File: src/rtl/lcd_bus_driver.sv
// HD44780-style LCD bus sequencer: power-up wait, then one command per
// accept with setup / E-pulse / hold / execution-wait phases.
module lcd_bus_driver #(
    parameter int unsigned T_POWERUP   = 2000000,
    parameter int unsigned T_SETUP     = 2,
    parameter int unsigned T_EPW       = 25,
    parameter int unsigned T_HOLD      = 2,
    parameter int unsigned T_EXEC      = 2000,
    parameter int unsigned T_EXEC_LONG = 82000
) (
    input  logic       clk,
    input  logic       rst_n,
    input  logic       cmd_valid,
    input  logic [9:0] cmd_data,
    output logic       cmd_ready,
    output logic       busy,
    output logic       lcd_rs,
    output logic       lcd_rw,
    output logic       lcd_e,
    output logic [7:0] lcd_data,
    output logic       lcd_data_oe
);

    // Zero-valued timings are clamped to one cycle.
    localparam logic [31:0] P_PU  = (T_POWERUP   == 0) ? 32'd1 : T_POWERUP;
    localparam logic [31:0] P_SU  = (T_SETUP     == 0) ? 32'd1 : T_SETUP;
    localparam logic [31:0] P_EPW = (T_EPW       == 0) ? 32'd1 : T_EPW;
    localparam logic [31:0] P_HD  = (T_HOLD      == 0) ? 32'd1 : T_HOLD;
    localparam logic [31:0] P_EX  = (T_EXEC      == 0) ? 32'd1 : T_EXEC;
    localparam logic [31:0] P_EXL = (T_EXEC_LONG == 0) ? 32'd1 : T_EXEC_LONG;

    typedef enum logic [2:0] {
        S_POWERUP,
        S_IDLE,
        S_SETUP,
        S_PULSE,
        S_HOLD,
        S_WAIT
    } state_t;

    state_t      state_q, state_d;
    logic [31:0] cnt_q, cnt_d;
    logic        rs_q, rs_d;
    logic        rw_q, rw_d;
    logic [7:0]  data_q, data_d;
    logic        oe_q, oe_d;
    logic        e_q, e_d;
    logic        last;
    logic        is_long;

    assign last    = (cnt_q <= 32'd1);
    // Clear display / return home need the long execution wait.
    assign is_long = !rs_q && !rw_q && (data_q[7:2] == 6'd0) && (data_q[1:0] != 2'd0);

    always_comb begin
        state_d = state_q;
        cnt_d   = cnt_q;
        rs_d    = rs_q;
        rw_d    = rw_q;
        data_d  = data_q;
        oe_d    = oe_q;
        case (state_q)
            S_POWERUP: begin
                if (last) state_d = S_IDLE;
                else      cnt_d   = cnt_q - 32'd1;
            end
            S_IDLE: begin
                if (cmd_valid) begin
                    rs_d    = cmd_data[9];
                    rw_d    = cmd_data[8];
                    data_d  = cmd_data[7:0];
                    oe_d    = ~cmd_data[8];
                    state_d = S_SETUP;
                    cnt_d   = P_SU;
                end
            end
            S_SETUP: begin
                if (last) begin
                    state_d = S_PULSE;
                    cnt_d   = P_EPW;
                end else begin
                    cnt_d = cnt_q - 32'd1;
                end
            end
            S_PULSE: begin
                if (last) begin
                    state_d = S_HOLD;
                    cnt_d   = P_HD;
                end else begin
                    cnt_d = cnt_q - 32'd1;
                end
            end
            S_HOLD: begin
                if (last) begin
                    state_d = S_WAIT;
                    cnt_d   = is_long ? P_EXL : P_EX;
                end else begin
                    cnt_d = cnt_q - 32'd1;
                end
            end
            S_WAIT: begin
                if (last) state_d = S_IDLE;
                else      cnt_d   = cnt_q - 32'd1;
            end
            default: begin
                state_d = S_POWERUP;
                cnt_d   = P_PU;
            end
        endcase
        // E is a flop driven by the next state, so it is high exactly in PULSE.
        e_d = (state_d == S_PULSE);
    end

    always_ff @(posedge clk or negedge rst_n) begin
        if (!rst_n) begin
            state_q <= S_POWERUP;
            cnt_q   <= P_PU;
            rs_q    <= 1'b0;
            rw_q    <= 1'b0;
            data_q  <= '0;
            oe_q    <= 1'b0;
            e_q     <= 1'b0;
        end else begin
            state_q <= state_d;
            cnt_q   <= cnt_d;
            rs_q    <= rs_d;
            rw_q    <= rw_d;
            data_q  <= data_d;
            oe_q    <= oe_d;
            e_q     <= e_d;
        end
    end

    assign cmd_ready   = (state_q == S_IDLE);
    assign busy        = ~cmd_ready;
    assign lcd_rs      = rs_q;
    assign lcd_rw      = rw_q;
    assign lcd_e       = e_q;
    assign lcd_data    = data_q;
    assign lcd_data_oe = oe_q;

endmodule

File: config.mk
export PLATFORM = sky130hd
export DESIGN_NAME = lcd_bus_driver
export DESIGN_NICKNAME = d
export VERILOG_FILES = /design/src/rtl/lcd_bus_driver.sv
export SDC_FILE = /design/constraint.sdc
export NUM_CORES = 1
export LEC_CHECK = 0
export ABC_AREA = 1
export ABC_CLOCK_PERIOD_IN_PS = 2000
export BUFFER_PORTS_ARGS = -buffer_cell sky130_fd_sc_hd__buf_2
export CAP_MARGIN = 20
export CORE_ASPECT_RATIO = 0.9
export CORE_UTILIZATION = 50
export CTS_BUF_LIST = sky130_fd_sc_hd__clkbuf_16
export DETAILED_ROUTE_END_ITERATION = 12
export PLACE_DENSITY = 0.68
export SKIP_CTS_REPAIR_TIMING = 1
export SYNTH_ARGS = -nofsm -noshare
export SYNTH_HDL_FRONTEND = slang
export SYNTH_SLANG_ARGS = --single-unit
File: constraint.sdc
create_clock -name clk -period 2 [get_ports clk]
set_input_delay 0.2 -clock clk [delete_from_list [all_inputs] [get_ports clk]]
set_output_delay 0.2 -clock clk [all_outputs]
set_load 0.02 [all_outputs]
==> results.md <==
- Core area: roughly 6200 sq um
- Area growth syn-to-layout: 13.8%
- DRT Wirelength: just over 8 mm
- Sequential share of the synthesized area: about 36%
- Mapped Cells: roughly 490
- Arr. time, crit path: between 2000 and 2500 ps
- DRC Markers: 0
- Setup total negative slack: 0 ps
- Critical path startpoint category: flop
- Post-route insts no fill: around 620
- Net Switching: 0.430 mW
- Seq cells post-synth: 47
- Final setup margin: around 120 ps
- Ant. Diodes: 0
- Count of final setup violators: 0
- Crit path time final: around 1900 ps
- Vias: 3155
- Crit-path cells: buf_4 -> ha_1 -> o21ai_1 -> nor2_1 -> nand2_2 -> nor2_8 -> a21oi_4 -> buf_4 -> o21ai_1 -> nand2_1 -> inv_1
- Switching portion of total power: 22.9%
- P_leak: roughly 1.9 nW
- Fillers: between 600 and 700
- Final core utilization: between 60% and 70%
- Final net count: 544
- Slew at the pin with the worst max-slew slack: around 520 ps
- Cell with the most instances after synthesis: nand2_1
- Worst-Skew Late Latency: 290 ps
- Slew HR: between 60% and 70%
- Post-Syn Area per Cell: around 7 sq um
- Post-Syn Area: approximately 3300 sq um
- Post-synth top area share: between 30% and 40%
- Placed Cells: between 600 and 700
- Htree depth: 2
- Critical path class: reg -> reg
- Synth area leaders: dfrtp_1 30%, nand2_1 19%, nor2_1 9.3%, inv_1 5.9%, dfstp_2 5.5%
- Cell Rows: 27
- Power Internal: around 1.4 mW
- Async set-reset flop share out of synthesis: 100%
- Ys flop type: dfrtp_1
- Ys Warns: 0
- Hold_ws: 102 ps
- I/O pin count: 27
- Worst path required time: about 2200 ps
- Clk slew on worst S/H paths: about 70 ps
- Final Hold Viols: 0
- Largest fanout on the critical path: 11
- Area after DPL: approximately 3600 sq um
- Synth Net Count: between 500 and 600
- Pin count of the biggest net entering global routing: 28
- 1st-pass router iterations: 5
- DIE AREA: ~7000 sq um
- Post-synth cell types: 37
- WL per Instance: around 13 um
- Die H: approximately 80 um
- Seq pwr share: between 50% and 60%
- Run status: finished, final reports clean
- Post-synth top cells: 172 x nand2_1, 82 x nor2_1, 52 x inv_1
- Fmax: between 500 and 600 MHz
- First-pass GRT wire length: ~14 mm
- Iter 0 DRT Violations: 230
- Clock tree sinks: 47
- Via-per-instance ratio: about 5.1
- Initial Utilization: a little over half
- CTS root buf: clkbuf_16
- CP Capture Type: flop
- Num CTS Buffers: 5
- PD cells: 497 nW/um^2
- Max Root-Sink Buffers: 2
- Overflow after GRT: 0
- Port Buffers: 26
- Cell taking the most area after synthesis: dfrtp_1
- Die width: between 80 and 90 um
- Worst path slowest cell: dfrtp_1
- Class of the worst hold path: in -> reg
- Layout cells sized above 1: between 10% and 20%
- Layout Skew: about 6.0 ps
- DRT antenna net count: 0
- Multi-input gate area: around 1800 sq um
- Maxcap violations: 0
- GRT Overall Usage: between 20% and 30%
- Max Slew Vio Count: 0
- Register Area: between 1000 and 1500 sq um
- Clock power share: 45.0%
- Initial antenna violation count: 0
- Logic pwr share: 3.3%
- Detailed Place HPWL: 6.43 mm
- Number of global-route vias before repair: between 2k and 3k
- Post-synth EDFFs: 0
- Peak supply drop: 0.273 mV
- Post-Place Setup Slack: ~67 ps
- Overall power: roughly 1.9 mW
- Final non-filler cell area: about 3800 sq um
- CTS tree: built
- CP max stage delay: ~370 ps
- Fin crit share: between 90% and 100%
- GP Congestion: about 0.92
-- power groups by stage --
stage	Clock, mW	Sequential (mW)	Combinational (mW)
2_1_floorplan	0	0.985	0.0210
3_3_place_gp	0	0.987	0.0614
3_5_place_dp	0	0.987	0.0624
4_1_cts	0.859	0.969	0.0626
5_1_grt	0.893	0.970	0.0714
6_report	0.845	0.970	0.0621
-- worst paths after layout --
path	start	end	slack, ps	cells after the start
max	cnt_q[0]	cnt_q[31]	120	11
min	cmd_data[3]	lcd_data[3]	100	3
max reg2reg	cnt_q[0]	cnt_q[31]	120	11
min reg2reg	lcd_data_oe	lcd_data_oe	480	2
max in group asynchronous	rst_n	cnt_q[7]	990	3
min in group asynchronous	rst_n	cnt_q[4]	420	2
-- critical path: cells and delay by family (launching register included) --
family / cells / cell delay, ps
AO/OA/AOI/OAI: 3 / 450
AND/OR/NAND/NOR: 4 / 310
buffers and inverters: 3 / 400
adder cells (fa/ha/maj): 1 / 230
flip-flops: 1 / 370
-- area by class of cell --
type,instances,share of cell area [%]
multi-input cells,372,48.7
flip-flops and latches,47,31.4
repair buffers,43,7.22
inverters,60,5.96
clock buffers,5,3.31
well taps,87,2.88
clock inverters,3,0.530
-- cell families (layout without fill, tap and decap cells) --
kind of cell	after synthesis	after routing	share of synthesized area, %
DFF	47	47	35.7
buffers and inverters	69	111	9.28
adders and majority gates	2	2	0.754
AOI/OAI and AO/OA	35	35	6.79
and+or+nand+nor	319	319	43.2
xor gates and xnor gates	16	16	4.22
-- sequential cells by signal, indices dropped and copies added (netlist names) --
signal and flops:
lcd_rs 1, lcd_rw 1, lcd_data 8, lcd_data_oe 1
lcd_e 1, cnt_q 32, state_q 3
-- layer usage --
layer | vias up | GRT usage, % | routed length [um]
met2 | 115 | 40.9 | 3570
li1 | 1593 | - | -
met3 | 19 | 4.89 | 639
met4 | 0 | 7.87 | 166
met1 | 1428 | 38.6 | 3870
met5 | - | 0 | 0
-- placed cells by master, fill, tap and decap left out, types with 2 or more instances in the layout --
cell type | netlist | routed
o21ai_0 | 16 | 16
nand2_8 | 2 | 2
a21oi_1 | 3 | 3
nand2_4 | 2 | 3
buf_2 | 5 | 26
nor2_2 | 7 | 9
clkbuf_16 | 0 | 5
buf_4 | 0 | 15
nor2_4 | 5 | 5
nor3_1 | 3 | 3
nand3b_1 | 3 | 3
xnor2_1 | 7 | 7
inv_1 | 52 | 52
nand2_2 | 4 | 4
nor2_1 | 82 | 80
o21ai_2 | 3 | 3
nand4_1 | 10 | 10
nand2_1 | 172 | 171
nand3_1 | 25 | 25
a21oi_2 | 2 | 2
dfrtp_1 | 40 | 40
o21ai_1 | 5 | 5
nor2_8 | 2 | 2
xor2_1 | 9 | 9
dfstp_2 | 7 | 7
inv_2 | 7 | 7
clkinv_1 | 1 | 2
No activity file was read; power rests on OpenSTA's default activity.
